`config.mk`:
```
export PLATFORM = sky130hd
export DESIGN_NAME = step_controller
export DESIGN_NICKNAME = d
export VERILOG_FILES = /design/src/rtl/pisa_debug_pkg.sv /design/src/rtl/button_debounce.sv /design/src/rtl/step_controller.sv
export SDC_FILE = /design/constraint.sdc
export NUM_CORES = 1
export LEC_CHECK = 0
export BUFFER_PORTS_ARGS = -buffer_cell sky130_fd_sc_hd__buf_2
export CAP_MARGIN = 20
export CORE_MARGIN = 5
export CORE_UTILIZATION = 45
export DETAILED_ROUTE_END_ITERATION = 7
export MAX_ROUTING_LAYER = met4
export PLACE_DENSITY = 0.71
export SYNTH_ARGS = -nofsm -noshare
export SYNTH_HDL_FRONTEND = slang
export SYNTH_SLANG_ARGS = --single-unit
```
`constraint.sdc`:
```
create_clock -name clk -period 5.8 [get_ports clk]
set_clock_uncertainty 0.15 [all_clocks]
set_input_delay 0.29 -clock clk [delete_from_list [all_inputs] [get_ports clk]]
set_output_delay 0.29 -clock clk [all_outputs]
set_load 0.1 [all_outputs]
```
`src/rtl/pisa_debug_pkg.sv`:
```
// Shared types and constants for the workbench debug/stepping logic.
// Holds the step sequencer state encoding and the default button debounce length.
package pisa_debug_pkg;

    typedef enum logic [1:0] {
        HALT  = 2'd0,
        BURST = 2'd1,
        RUN   = 2'd2,
        BREAK = 2'd3
    } step_state_t;

    localparam int unsigned DEFAULT_DEBOUNCE_CYCLES = 2_000_000;

    // Bits needed to hold a counter that saturates at max_val.
    function automatic int unsigned cnt_width(input int unsigned max_val);
        return (max_val < 1) ? 1 : $clog2(max_val + 1);
    endfunction

endpackage

```
`src/rtl/button_debounce.sv`:
```
// Two-flop synchroniser plus saturating hold counter for a board push button.
// Emits a single-cycle press pulse once per hold, when the counter reaches DEBOUNCE_CYCLES.
module button_debounce
    import pisa_debug_pkg::*;
#(
    parameter int unsigned DEBOUNCE_CYCLES = DEFAULT_DEBOUNCE_CYCLES
) (
    input  logic clk,
    input  logic rst,
    input  logic btn,
    output logic press
);

    localparam int unsigned CW = cnt_width(DEBOUNCE_CYCLES);
    localparam logic [CW-1:0] CNT_MAX = CW'(DEBOUNCE_CYCLES);

    logic [1:0]    sync_q;
    logic [CW-1:0] cnt_q;
    logic [CW-1:0] cnt_d;
    logic          press_q;
    logic          press_d;

    // Saturation at CNT_MAX is what limits the pulse to one per hold.
    always_comb begin
        cnt_d   = cnt_q;
        press_d = 1'b0;
        if (!sync_q[1]) begin
            cnt_d = '0;
        end else if (cnt_q != CNT_MAX) begin
            cnt_d   = cnt_q + 1'b1;
            press_d = (cnt_d == CNT_MAX);
        end
    end

    always_ff @(posedge clk or posedge rst) begin
        if (rst) begin
            sync_q  <= 2'b00;
            cnt_q   <= '0;
            press_q <= 1'b0;
        end else begin
            sync_q  <= {sync_q[0], btn};
            cnt_q   <= cnt_d;
            press_q <= press_d;
        end
    end

    assign press = press_q;

endmodule

```
`src/rtl/step_controller.sv`:
```
// Clock-enable sequencer for the core: free-run, debounced single/burst stepping and
// address breakpoint halting, with halt status and an issued-step counter for the LEDs.
module step_controller
    import pisa_debug_pkg::*;
#(
    parameter int unsigned DEBOUNCE_CYCLES = DEFAULT_DEBOUNCE_CYCLES,
    parameter int unsigned BURST_W         = 8,
    parameter int unsigned COUNT_W         = 16
) (
    input  logic               clk,
    input  logic               rst,
    input  logic               btn,
    input  logic               run_mode,
    input  logic [BURST_W-1:0] burst_count,
    input  logic               bp_enable,
    input  logic [31:0]        bp_address,
    input  logic [31:0]        core_address,
    output logic               core_en,
    output logic               halted,
    output logic               at_break,
    output logic [COUNT_W-1:0] step_count,
    output logic [1:0]         dbg_state
);

    step_state_t        state_q;
    step_state_t        state_d;
    logic [BURST_W-1:0] remaining_q;
    logic [BURST_W-1:0] remaining_d;
    logic               skip_bp_q;
    logic               skip_bp_d;
    logic [COUNT_W-1:0] step_count_q;

    logic               press;
    logic               bp_hit;
    logic               core_en_c;
    logic [BURST_W-1:0] burst_len;

    button_debounce #(
        .DEBOUNCE_CYCLES(DEBOUNCE_CYCLES)
    ) u_debounce (
        .clk  (clk),
        .rst  (rst),
        .btn  (btn),
        .press(press)
    );

    // Combinational so the enable drops in the same cycle the address matches.
    assign bp_hit    = bp_enable && (core_address == bp_address);
    assign burst_len = (burst_count == '0) ? BURST_W'(1) : burst_count;

    always_comb begin
        state_d     = state_q;
        remaining_d = remaining_q;
        skip_bp_d   = skip_bp_q;
        core_en_c   = 1'b0;
        case (state_q)
            HALT: begin
                if (run_mode) begin
                    state_d = RUN;
                end else if (press) begin
                    state_d     = BURST;
                    remaining_d = burst_len;
                    skip_bp_d   = 1'b0;
                end
            end
            BURST: begin
                core_en_c = !(bp_hit && !skip_bp_q);
                if (!core_en_c) begin
                    state_d = BREAK;
                end else begin
                    remaining_d = remaining_q - 1'b1;
                    skip_bp_d   = 1'b0;
                    if (remaining_q == BURST_W'(1)) begin
                        state_d = run_mode ? RUN : HALT;
                    end
                end
            end
            RUN: begin
                core_en_c = !bp_hit;
                if (bp_hit) begin
                    state_d = BREAK;
                end else if (!run_mode) begin
                    state_d = HALT;
                end
            end
            BREAK: begin
                // A single step with the breakpoint masked moves the core off the match.
                if (press) begin
                    state_d     = BURST;
                    remaining_d = BURST_W'(1);
                    skip_bp_d   = 1'b1;
                end
            end
            default: state_d = HALT;
        endcase
    end

    always_ff @(posedge clk or posedge rst) begin
        if (rst) begin
            state_q      <= HALT;
            remaining_q  <= '0;
            skip_bp_q    <= 1'b0;
            step_count_q <= '0;
        end else begin
            state_q     <= state_d;
            remaining_q <= remaining_d;
            skip_bp_q   <= skip_bp_d;
            if (core_en_c) begin
                step_count_q <= step_count_q + 1'b1;
            end
        end
    end

    assign core_en    = core_en_c;
    assign halted     = (state_q == HALT) || (state_q == BREAK);
    assign at_break   = (state_q == BREAK);
    assign step_count = step_count_q;
    assign dbg_state  = state_q;

endmodule

```
==> impl_metrics.yaml <==
outcome:
  run_status: "finished with violations"
  failed_checks: "hold timing"
critical_path:
  setup.worst_path.class: "reg -> out"
  path_common_cell: "nor2_1"
  critPathLaunchType: "flop"
  cp.required_ns: 5.36
  cp-end-kind: "output pin"
  cp_slowest_cell: "nor2_1"
  cp_data_arrival_time_ns: 2.95
  crit_path_cell_trace: "inv_1 > ha_1 > nor2_1 > nor2_1 > and2_4 > buf_2"
  crit_fanout: 19
  setup.reg_to_reg.worst_slack_ns: 3.04
  cpPeakStageDelay_ns: 0.67
yosys:
  register_bit_total_from_synthesis: 51
  yosysSeqAreaShare: 0.3738
  async_flop_share: 1.000
  synthesis.nets: 457
  postSynthCellCount: 370
  syn_area_per_cell_um2: 9.228
  netlist_area_um2: 3415
  biggest_area_consumer_among_synthesized_cells: "dfrtp_1"
  yosys_warnings: 0
  post_synth_num_cell_types: 51
  synth-edff-count: 0
  post_synth_top_flop: "dfrtp_1"
  netlist_top_cells_area: "dfrtp_1, xnor2_1, xor2_1"
  synth.top_cell.area_share: 0.3738
layout:
  area_growth_syn_to_layout_pct: 19.79
  layout-drive-gt1-share: 0.2559
  n_antenna_cell: 0
  nNetsFinal: 551
clocking:
  cts.reportedPaths.clkPinSlew_ns: 0.10
  cts.root.buffer_cell: "clkbuf_8"
  cts_htree_levels: 2
  cts-root-to-sink-buffers: 2
  tritoncts_clock_tree: "built"
  clkLatencyLatePin_ns: 0.31
  clock-sinks: 51
  cts-buffers-inserted: 5
power_and_ir_drop:
  pwr-share-clk: 0.172
  maximum_vdd_ir_drop_mv: 0.1766
  swShare: 0.4734
  seqPwrFrac: 0.369
  power_per_cell_area_nw_per_um2: 311.4
  internal_power_w: 0.0006708
  static-leakage-power_nw: 1.904
  net-switching-power_w: 0.0006031
  post-layout-total-power_w: 0.001274
  pwr-share-comb: 0.459
floorplanning:
  core_area_um2: 7331
  floorplan.initialDensity: 0.4658
  core.rowCount: 31
  dieHeight_um: 97.11
  pin_count: 98
  die-width_um: 97.11
  die_ar_um2: 9430
job:
  maxCapViolCount: 0
timing:
  timing.fmax_ghz: 0.2952
  setup_viol: 0
  final.hold.worst_slack_ns: -0.009791
  rsz_0062_raised_after_global_routing: "no"
  layout_min_cycle_time_ns: 3.387
  tightest_slew_ns: 0.8490
  final-hold-violation-count: 20
  slew_headroom: 0.4319
  drv_slew: 0
  timing.final.crit_share: 0.5840
  tns_setup_ns: 0
route:
  ant_nets: 0
  route.final.wire_length_um: 8013
  avgViaCountPerCell: 5.371
  detailedRoute.firstIterationViolations: 171
  detail_route.first_pass.iterations: 4
  route.detailed.wl_per_inst_um: 14.21
  detailroute.via_count: 3029
  drc: 0
grt:
  first_global_vias: 2982
  grt_pass1_wl_um: 13760
  grt_remaining_overflow: 0
  grt_max_degree: 52
  grt_antenna_before_repair: 0
  grt_util_all_layers: 0.1737
placed_design:
  place_hpwl_um: 6128
  io_buffer_count: 97
  place_congestion: 0.9019
worst_hold_path:
  hold_path.class: "in -> async"
## state kept, by name (all words and copies together), names as in the netlist
name	count
u_debounce.sync_q	2
remaining_q	8
u_debounce.cnt_q	21
dbg_state	2
step_count	16
u_debounce.press	1
skip_bp_q	1
## stage by stage
step	instances	utilization	setup slack, ns	cell area, µm²
CTS	564	0.5579	2.411	4090
floorplan	370	-	2.539	3415
finish	564	0.5579	2.413	4090
global placement	555	0.5433	2.809	3983
detailed placement	555	0.5433	2.744	3983
global route	564	0.5579	2.152	4090
## synthesized netlist by cell type, drive strengths merged (3+ instances only)
| cell | number |
|---|---|
| a211oi | 3 |
| a21boi | 3 |
| a21oi | 13 |
| a221oi | 5 |
| a31oi | 4 |
| and2 | 15 |
| and3 | 13 |
| and4 | 3 |
| buf | 4 |
| clkbuf | 8 |
| dfrtp | 51 |
| ha | 10 |
| inv | 14 |
| nand2 | 22 |
| nand2b | 3 |
| nand3 | 16 |
| nand4 | 21 |
| nor2 | 30 |
| nor2b | 3 |
| nor3 | 5 |
| nor4 | 13 |
| o21ai | 10 |
| o22ai | 4 |
| or4 | 5 |
| xnor2 | 38 |
| xor2 | 30 |
## cells by family after synthesis
group	synth area share
xor gates and xnor gates	0.1744
buffers and inverters	0.02968
adders and majority gates	0.03664
DFF	0.3738
and+or+nand+nor	0.2664
muxes	0.007694
AOI/OAI and AO/OA	0.1114
## layer usage
metal | routed length [µm] | GRT usage | vias to the layer above
met1 | 3525 | 0.2268 | 1442
met5 | 0 | - | -
met2 | 4072 | 0.2840 | 68
met3 | 378 | 0.03446 | 5
met4 | 38 | 0.03132 | 0
li1 | - | - | 1514
## path summary, 6_finish.rpt
kind,start,cells after the start,endpoint
min reg2reg,u_debounce.sync_q[0],0,u_debounce.sync_q[1]
max,dbg_state[1],6,core_en
max in group asynchronous,rst,3,u_debounce.press
min,rst,3,remaining_q[6]
min in group clk,burst_count[6],3,remaining_q[6]
max reg2reg,u_debounce.cnt_q[2],6,u_debounce.press
## cells in the final DEF, fill, tap and decap left out, types with 14 or more instances in the layout
cell	synthesis	final
nand3_1	16	16
nand4_1	20	20
xor2_1	30	30
xnor2_1	38	38
nand2_1	22	22
buf_2	3	97
dfrtp_1	51	51
nor2_1	30	30
and2_1	14	14
## layout make-up
| type | count | area, µm² |
|---|---|---|
| Timing Repair Buffer | 99 | 503.0 |
| Clock buffer | 5 | 68.82 |
| Multi-Input combinational cell | 293 | 2037 |
| Fill cell | 657 | 3241 |
| Tap cell | 99 | 123.9 |
| Sequential cell | 51 | 1276 |
| Inverter | 14 | 52.55 |
| Clock inverter | 3 | 28.78 |
## worst max-delay path, delay by kind of cell (launching register included)
family	cells	cell delay, ns
AND/OR/NAND/NOR	3	1.08
adder cells (fa/ha/maj)	1	0.58
buffers and inverters	2	0.56
flip-flops	1	0.43
## repair_timing
action,CTS,global route
gates resized for setup,0,0
buffers inserted,0,0
hold endpoints to repair,1,0
hold buffers,1,0
## power groups by stage
stage | combinational (W) | sequential, W | clock (W)
floorplan | 0.000298 | 0.000633 | 0
global placement | 0.000575 | 0.000473 | 0
detailed placement | 0.000584 | 0.000477 | 0
CTS | 0.000586 | 0.000470 | 0.000227
global route | 0.000632 | 0.000480 | 0.000246
finish | 0.000584 | 0.000470 | 0.000219
Note: power is estimated with default switching activity, not from simulation.
